**config.mk**
```make
export PLATFORM = sky130hd
export DESIGN_NAME = vis_sequencer
export DESIGN_NICKNAME = d
export VERILOG_FILES = /design/src/rtl/vis_sequencer_pkg.sv /design/src/rtl/vis_seq_timer.sv /design/src/rtl/vis_sequencer.sv
export SDC_FILE = /design/constraint.sdc
export NUM_CORES = 1
export LEC_CHECK = 0
export CAP_MARGIN = 20
export CORE_MARGIN = 5
export CORE_UTILIZATION = 50
export CTS_CLUSTER_DIAMETER = 100
export CTS_CLUSTER_SIZE = 24
export DETAILED_ROUTE_END_ITERATION = 10
export PLACE_DENSITY = 0.8
export SYNTH_ARGS = -nofsm -noshare
export SYNTH_HDL_FRONTEND = slang
export SYNTH_SLANG_ARGS = --single-unit
```
**constraint.sdc**
```tcl
create_clock -name clock -period 2.9 [get_ports clock]
set_input_delay 0.435 -clock clock [delete_from_list [all_inputs] [get_ports clock]]
set_output_delay 0.435 -clock clock [all_outputs]
set_load 0.02 [all_outputs]
```
**src/rtl/vis_sequencer_pkg.sv**
```systemverilog
// Shared state encoding and defaults for the visibility acquisition sequencer.
package vis_sequencer_pkg;

    typedef enum logic [1:0] {
        IDLE  = 2'd0,
        ARM   = 2'd1,
        RUN   = 2'd2,
        DRAIN = 2'd3
    } state_t;

    localparam int unsigned TIMEOUT_DEF = 4096;

endpackage

```
**src/rtl/vis_seq_timer.sv**
```systemverilog
// DRAIN watchdog: counts cycles while run is high, flags the last allowed cycle.
module vis_seq_timer #(
    parameter int unsigned TIMEOUT = 4096
) (
    input  logic clock,
    input  logic areset_n,
    input  logic run,
    output logic expired
);

    localparam int unsigned W = $clog2(TIMEOUT + 1);

    logic [W-1:0] cnt;

    always_ff @(posedge clock or negedge areset_n) begin
        if (!areset_n) begin
            cnt <= '0;
        end else if (!run) begin
            cnt <= '0;
        end else begin
            cnt <= cnt + W'(1);
        end
    end

    assign expired = run && (cnt == W'(TIMEOUT - 1));

endmodule

```
**src/rtl/vis_sequencer.sv**
```systemverilog
// Acquisition controller: arm, gate N blocks, drain, report.
// Optional DRAIN watchdog enabled by defining VIS_SEQ_WATCHDOG_EN.
module vis_sequencer
    import vis_sequencer_pkg::*;
#(
    parameter int unsigned NBITS   = 8,
    parameter int unsigned FBITS   = 16,
    parameter int unsigned TIMEOUT = TIMEOUT_DEF
) (
    input  logic             clock,
    input  logic             areset_n,
    input  logic             cfg_start_i,
    input  logic             cfg_stop_i,
    input  logic             cfg_cont_i,
    input  logic [NBITS-1:0] cfg_blocks_i,
    input  logic             blk_valid_i,
    input  logic             blk_first_i,
    input  logic             blk_last_i,
    input  logic             acc_valid_i,
    input  logic             acc_last_i,
    input  logic             acc_ready_i,
    output logic             vis_enable_o,
    output logic [NBITS-1:0] vis_count_o,
    output logic             vis_start_o,
    output logic             vis_frame_o,
    output logic             busy_o,
    output logic             done_o,
    output logic             overflow_o,
    output logic             timeout_o,
    output logic [FBITS-1:0] frames_o
);

    state_t           state_q, state_d;
    logic [NBITS-1:0] cnt_q, cnt_d;
    logic [NBITS-1:0] count_q, count_d;
    logic [FBITS-1:0] frames_q, frames_d;
    logic             stop_q, stop_d;
    logic             enable_q, enable_d;
    logic             start_q, start_d;
    logic             frame_q, frame_d;
    logic             busy_q, busy_d;
    logic             done_q, done_d;
    logic             ovf_q, ovf_d;
    logic             tmo_q, tmo_d;
    logic             expired;
    logic             active;

    assign active = (state_q == RUN) || (state_q == DRAIN);

`ifdef VIS_SEQ_WATCHDOG_EN
    vis_seq_timer #(
        .TIMEOUT (TIMEOUT)
    ) u_timer (
        .clock    (clock),
        .areset_n (areset_n),
        .run      (state_q == DRAIN),
        .expired  (expired)
    );
`else
    assign expired = 1'b0;
`endif

    always_comb begin
        state_d  = state_q;
        cnt_d    = cnt_q;
        count_d  = count_q;
        frames_d = frames_q;
        stop_d   = stop_q;
        enable_d = enable_q;
        start_d  = 1'b0;
        frame_d  = frame_q;
        done_d   = 1'b0;
        ovf_d    = ovf_q;
        tmo_d    = tmo_q;

        if (active && acc_valid_i && !acc_ready_i) ovf_d = 1'b1;
        if (active && cfg_stop_i) stop_d = 1'b1;

        unique case (state_q)
            IDLE: begin
                if (cfg_start_i && !cfg_stop_i) begin
                    count_d = (cfg_blocks_i == '0) ? NBITS'(1) : cfg_blocks_i;
                    ovf_d   = 1'b0;
                    tmo_d   = 1'b0;
                    state_d = ARM;
                end
            end
            ARM: begin
                if (cfg_stop_i) begin
                    state_d = IDLE;
                    stop_d  = 1'b0;
                end else if (blk_valid_i && blk_first_i) begin
                    start_d = 1'b1;
                    frame_d = 1'b1;
                    // a 1-beat opening block already counts as one block
                    if (blk_last_i && count_q == NBITS'(1)) begin
                        state_d  = DRAIN;
                        enable_d = 1'b0;
                        cnt_d    = '0;
                    end else begin
                        state_d  = RUN;
                        enable_d = 1'b1;
                        cnt_d    = blk_last_i ? NBITS'(1) : '0;
                    end
                end
            end
            RUN: begin
                if (blk_valid_i && blk_last_i) begin
                    if (cnt_q == count_q - NBITS'(1)) begin
                        state_d  = DRAIN;
                        enable_d = 1'b0;
                    end else begin
                        cnt_d = cnt_q + NBITS'(1);
                    end
                end
            end
            DRAIN: begin
                if (acc_valid_i && acc_ready_i && acc_last_i) begin
                    done_d   = 1'b1;
                    frames_d = frames_q + FBITS'(1);
                    frame_d  = 1'b0;
                    if (cfg_cont_i && !stop_q && !cfg_stop_i) begin
                        state_d = ARM;
                    end else begin
                        state_d = IDLE;
                        stop_d  = 1'b0;
                    end
                end else if (expired) begin
                    tmo_d   = 1'b1;
                    frame_d = 1'b0;
                    state_d = IDLE;
                    stop_d  = 1'b0;
                end
            end
            default: state_d = IDLE;
        endcase

        busy_d = (state_d != IDLE);
    end

    always_ff @(posedge clock or negedge areset_n) begin
        if (!areset_n) begin
            state_q  <= IDLE;
            cnt_q    <= '0;
            count_q  <= NBITS'(1);
            frames_q <= '0;
            stop_q   <= 1'b0;
            enable_q <= 1'b0;
            start_q  <= 1'b0;
            frame_q  <= 1'b0;
            busy_q   <= 1'b0;
            done_q   <= 1'b0;
            ovf_q    <= 1'b0;
            tmo_q    <= 1'b0;
        end else begin
            state_q  <= state_d;
            cnt_q    <= cnt_d;
            count_q  <= count_d;
            frames_q <= frames_d;
            stop_q   <= stop_d;
            enable_q <= enable_d;
            start_q  <= start_d;
            frame_q  <= frame_d;
            busy_q   <= busy_d;
            done_q   <= done_d;
            ovf_q    <= ovf_d;
            tmo_q    <= tmo_d;
        end
    end

    assign vis_enable_o = enable_q;
    assign vis_count_o  = count_q;
    assign vis_start_o  = start_q;
    assign vis_frame_o  = frame_q;
    assign busy_o       = busy_q;
    assign done_o       = done_q;
    assign overflow_o   = ovf_q;
    assign timeout_o    = tmo_q;
    assign frames_o     = frames_q;

endmodule

```
# After elaboration in Yosys (flattened, before gate mapping)
# Cells that the tools add are included.
# word_totals
regBits	41
inputBits	19
output_inout_bits	31
wordCells	90
# classes
n_addsub	3
eq_ne	11
mux	40
reduce_logical	25
# ops
cell	count
$mux W8	5
$mux W1	24
$add A16 B1 Y16 const B	1
$pmux W8 S2	1
$mux W2	6
$logic_and A1 B1 Y1	11
$reduce_and A5 Y1	2
$add A8 B1 Y8 const B	1
$eq A8 B1 Y1 const B	1
$eq A8 B8 Y1	1
$logic_not A8 Y1	1
$pmux W2 S4	1
$sub A8 B1 Y8 const B	1
$ne A2 B1 Y1 const B	3
$ne A2 B2 Y1 const B	3
$pmux W1 S2	3
$reduce_bool A2 Y1	3
$eq A2 B2 Y1 const B	2
$reduce_and A2 Y1	2
$reduce_and A4 Y1	1
$logic_not A1 Y1	3
$eq A2 B1 Y1 const B	1
$logic_not A2 Y1	1
$logic_or A1 B1 Y1	1

# Logic depth before layout (Yosys ltp)
# logic_depth
word_depth	7
ltp_mapped	9
mapped_depth_nobuf	8

# Worst setup path before layout
# No wires, ideal clock.
# synth_path
kind	reg-to-reg
startpoint	register count_q[0], in the netlist vis_count_o[0]
endpoint	register cnt_q[2]
setup_ns	0.119
arrival_time_ns	2.400
required_time_ns	2.781
path_slack_ns	0.381
stages_incl_launch_ff	9
n_path_buf	0
synth_period_minus_slack_ns	2.519
path_cell_list	dfstp_2 > inv_1 > ha_1 > nor3b_1 > and3_1 > or4_2 > o31ai_4 > nor3_1 > o21a_1
# synth_via
elab_chain_len	4
# synth_lines
item	line	rtl
start, declared	vis_sequencer.sv:35	logic [NBITS-1:0] count_q, count_d;
start signal, assigned	vis_sequencer.sv:158	count_q <= count_d;
$sub A8 B1 Y8	vis_sequencer.sv:109	if (cnt_q == count_q - NBITS'(1)) begin
$eq A8 B8 Y1	vis_sequencer.sv:109	
$ne A2 B2 Y1 (no line)	--	
$reduce_and A5 Y1 (no line)	--	
end signal, assigned	vis_sequencer.sv:157	cnt_q <= cnt_d;
end, declared	vis_sequencer.sv:34	logic [NBITS-1:0] cnt_q, cnt_d;
# No other way between the ends.
# A chain may end at the register's enable or synchronous reset.

# Worst setup path after layout
# Same ends and word-level chain as after synthesis.

==> impl_metrics.prom <==
# TYPE chip_impl_metric gauge
chip_impl_metric{name="finalWorstPathRequiredPeriod",unit="ns"} 2.64
chip_impl_metric{name="critical_path_arrival",unit="ns"} 2.81
chip_impl_metric{name="routed_wire_length_per_instance",unit="µm"} 15.2
chip_impl_metric{name="ys.warnings.count",unit=""} 0
chip_impl_metric{name="dr_total_vias",unit=""} 1735
chip_impl_metric{name="synth.net_count",unit=""} 227
chip_impl_metric{name="required",unit="ns"} 3.07
chip_impl_metric{name="antenna_found_initial",unit=""} 0
chip_impl_info{name="most-common-layout-cells",value="sky130_fd_sc_hd__clkdlybuf4s50_1 (47), sky130_fd_sc_hd__dfrtp_1 (40), sky130_fd_sc_hd__nand2_1 (16)"} 1
chip_impl_metric{name="synth-edff-count",unit=""} 0
chip_impl_metric{name="clock_sink_count",unit=""} 41
chip_impl_metric{name="routed_wirelength",unit="mm"} 4.65
chip_impl_info{name="synth_top_family_by_area",value="simple AND/OR/NAND/NOR gates"} 1
chip_impl_metric{name="critical_path_depth",unit=""} 8
chip_impl_metric{name="cts_buffers",unit=""} 5
chip_impl_info{name="worst_hold_path_type",value="input pin to async pin"} 1
chip_impl_metric{name="vias_per_cell",unit=""} 5.69
chip_impl_metric{name="worst_clock_skew",unit="ns"} 0.00520
chip_impl_metric{name="share_of_synthesized_area_spent_on_multiplexers",unit="%"} 4.68
chip_impl_metric{name="syn_area_per_cell",unit="µm²"} 10.5
chip_impl_metric{name="clk_latency",unit="ns"} 0.29
chip_impl_info{name="r2r-start",value="vis_count_o[0]"} 1
chip_impl_info{name="worstReg2RegEnd",value="cnt_q[2]"} 1
chip_impl_metric{name="cts.htree.levels",unit=""} 2
chip_impl_metric{name="ioPinCount",unit=""} 50
chip_impl_metric{name="post_synth_xor_area_fraction",unit="%"} 9.00
chip_impl_metric{name="gpl.final_weighted_congestion",unit=""} 0.937
chip_impl_metric{name="synth_cell_types",unit=""} 50
chip_impl_metric{name="first_global_vias",unit=""} 1595
chip_impl_metric{name="start_util",unit="%"} 52.4
chip_impl_metric{name="final_core_utilization",unit="%"} 67.8
chip_impl_metric{name="synth-adder-area-share",unit="%"} 2.34
chip_impl_metric{name="core_region_area",unit="µm²"} 4090
chip_impl_metric{name="chipHeight",unit="µm"} 75.4
chip_impl_metric{name="crit_fanout",unit=""} 7
chip_impl_metric{name="clk_transition_reported_paths",unit="ns"} 0.08
chip_impl_info{name="synth_area_leader_cell",value="sky130_fd_sc_hd__dfrtp_1"} 1
chip_impl_info{name="layout.cells.most_common",value="sky130_fd_sc_hd__clkdlybuf4s50_1"} 1
chip_impl_info{name="timing.critical_path.cells",value="inv_1 > ha_1 > nor3b_1 > and3_1 > or4_2 > o31ai_4 > nor3_1 > o21a_1"} 1
chip_impl_metric{name="synth_compound_area_share",unit="%"} 12.2
chip_impl_metric{name="die_x",unit="µm"} 75.4
chip_impl_info{name="crit_family",value="simple AND/OR/NAND/NOR gates"} 1
chip_impl_info{name="synth_flop_cell",value="sky130_fd_sc_hd__dfrtp_1"} 1
chip_impl_metric{name="cp.buffers_inverters",unit=""} 1
chip_impl_info{name="critical_path.startpoint",value="vis_count_o[0]"} 1
chip_impl_metric{name="drive_above_1_share",unit="%"} 12.2
chip_impl_metric{name="max_cap_viol_count",unit=""} 0
chip_impl_metric{name="drt-initial-drc-count",unit=""} 102
chip_impl_metric{name="grt_max_degree",unit=""} 42
chip_impl_metric{name="dieArea",unit="µm²"} 5690
chip_impl_metric{name="grt_usage",unit="%"} 17.9
chip_impl_metric{name="cts_resized",unit=""} 0
chip_impl_metric{name="drc_errors",unit=""} 0
chip_impl_metric{name="hold_violations",unit=""} 0
chip_impl_info{name="endpoint",value="cnt_q[2]"} 1
chip_impl_metric{name="hold_buffers",unit=""} 0
chip_impl_metric{name="cpPeakStageDelay",unit="ns"} 0.71
chip_impl_info{name="root_buffer",value="sky130_fd_sc_hd__clkbuf_8"} 1
chip_impl_info{name="crit_path_top_delay_cell",value="sky130_fd_sc_hd__or4_2"} 1
chip_impl_metric{name="fin_crit_sh",unit="%"} 90.9
chip_impl_metric{name="grt_pass1_wl",unit="mm"} 7.80
chip_impl_metric{name="fp-row-count",unit=""} 23
chip_impl_metric{name="ctsLongestPathBuffers",unit=""} 2
chip_impl_info{name="setup_repair_after_global_routing_missed_its_margin",value="false"} 1
chip_impl_info{name="tritoncts",value="done"} 1
chip_impl_metric{name="maxClockFrequency",unit="MHz"} 379
chip_impl_metric{name="yosys.area.top_type_share",unit="%"} 46.8
chip_impl_metric{name="drt_first_pass_iters",unit=""} 4
chip_impl_metric{name="yosys.area_share.simple",unit="%"} 20.7
chip_impl_metric{name="power_density",unit="nW/µm²"} 820
chip_impl_metric{name="areaGrowthSynthToFinish",unit="%"} 29.4
chip_impl_info{name="setup.worst_path.class",value="flip-flop to flip-flop"} 1
chip_impl_metric{name="io_buffer_count",unit=""} 48
chip_impl_metric{name="syn-instance-count",unit=""} 204
chip_impl_metric{name="post_cts_buffers",unit=""} 0
chip_impl_metric{name="detailed_place_hpwl",unit="mm"} 3.45
chip_impl_info{name="critical_path.startpoint_type",value="flip-flop"} 1
chip_impl_metric{name="ant_nets",unit=""} 0
chip_impl_metric{name="vdd_drop_max",unit="µV"} 509
chip_impl_metric{name="antenna-diode-count",unit=""} 0
chip_impl_metric{name="async_flop_share",unit="%"} 100
chip_impl_metric{name="max_slew.worst_pin.slew",unit="ns"} 0.907
chip_impl_metric{name="setup-violations-final",unit=""} 0
chip_impl_metric{name="static-leakage-power",unit="nW"} 1.19
chip_impl_metric{name="num-nets-final",unit=""} 278
chip_impl_metric{name="synth.cell_area",unit="µm²"} 2140
chip_impl_metric{name="r2r_cells",unit=""} 8
chip_impl_info{name="worstSetupEndpointType",value="flip-flop"} 1
chip_impl_info{name="run_status",value="completed"} 1
chip_impl_metric{name="normalized_max_slew_margin",unit="%"} 39.5
chip_impl_metric{name="tns",unit="ns"} 0
chip_impl_metric{name="maxSlewViolCount",unit=""} 0
chip_impl_metric{name="r2r_setup_slack",unit="ns"} 0.26
chip_impl_metric{name="grt_overflow",unit=""} 0
chip_impl_metric{name="synth_seq_cells",unit=""} 41
chip_impl_info{name="synth_area_leaders",value="sky130_fd_sc_hd__dfrtp_1 (47%), sky130_fd_sc_hd__xnor2_1 (5.7%), sky130_fd_sc_hd__mux2_2 (4.2%)"} 1
chip_impl_metric{name="yosysSeqAreaShare",unit="%"} 48.0
## worst min-delay path by stage
stage                     end  cells past startpoint    startpoint  slack [ns]
4_1_cts              cnt_q[5]                      1      areset_n        0.31
3_3_place_gp     frames_o[15]                      1  frames_o[15]        0.46
5_1_grt        vis_count_o[5]                      1      areset_n        0.35
2_1_floorplan          busy_o                      0      areset_n        0.14
6_report             cnt_q[5]                      1      areset_n        0.28
3_5_place_dp     frames_o[15]                      1  frames_o[15]        0.48
## through the flow
stage / std cells / power [W] / area, µm² / worst slack (ns) / hold slack [ns]
after floorplan: 204 / 0.00149 / 2140 / 0.381 / 0.139
after global placement: 298 / 0.00182 / 2670 / 0.382 / 0.460
after detailed placement: 298 / 0.00184 / 2670 / 0.318 / 0.479
after CTS: 305 / 0.00228 / 2770 / 0.287 / 0.315
after global routing: 305 / 0.00242 / 2770 / 0.0623 / 0.348
final: 305 / 0.00227 / 2770 / 0.263 / 0.277
## routing by layer
layer  vias up  track usage [%]  routed length, µm
met5         -                0                  0
met4         0             5.44                 65
met3         5             3.96                220
met2        50             28.4               2290
met1       838             24.7               2070
li1        842                -                  -
## area by class of cell
class / instances / area, µm²
Clock buffer: 5 / 68.8
Multi-Input combinational cell: 149 / 1060
Sequential cell: 41 / 1030
Fill cell: 328 / 1320
Timing Repair Buffer: 50 / 490
Inverter: 8 / 30.0
Tap cell: 50 / 62.6
Clock inverter: 2 / 35.0
## cell families after synthesis
logic type | Yosys count
simple gates | 76
flops | 41
compound gates | 37
xor+xnor | 22
buf+inv | 14
mux | 9
fa+ha+maj | 4
other cells | 1
## Yosys cell counts, types with 3 or more instances
library cell                n
sky130_fd_sc_hd__dfrtp_1   40
sky130_fd_sc_hd__nand2_1   16
sky130_fd_sc_hd__xnor2_1   14
sky130_fd_sc_hd__a21oi_1   11
sky130_fd_sc_hd__and3_1     9
sky130_fd_sc_hd__nand3_1    9
sky130_fd_sc_hd__o21ai_0    9
sky130_fd_sc_hd__inv_1      8
sky130_fd_sc_hd__mux2_2     8
sky130_fd_sc_hd__nand4_1    8
sky130_fd_sc_hd__xor2_1     8
sky130_fd_sc_hd__or3_1      5
sky130_fd_sc_hd__clkbuf_1   4
sky130_fd_sc_hd__ha_1       4
sky130_fd_sc_hd__nor2_1     4
sky130_fd_sc_hd__nor3_1     4
sky130_fd_sc_hd__a31oi_1    3
sky130_fd_sc_hd__nor2b_1    3
## sequential cells by signal, summed over array words and instances (netlist names)
register and count:
vis_enable_o 1, frames_o 16, state_q 2, overflow_o 1, vis_count_o 8, done_o 1
cnt_q 8, vis_start_o 1, stop_q 1, busy_o 1, vis_frame_o 1
## where the power goes
| group | internal, W | total, W | switching (W) |
|---|---|---|---|
| clock | 0.000250 | 0.000442 | 0.000192 |
| sequential | 0.000711 | 0.000909 | 0.000198 |
| combinational | 0.000450 | 0.000922 | 0.000472 |
Note: power is estimated with default switching activity, not from simulation.
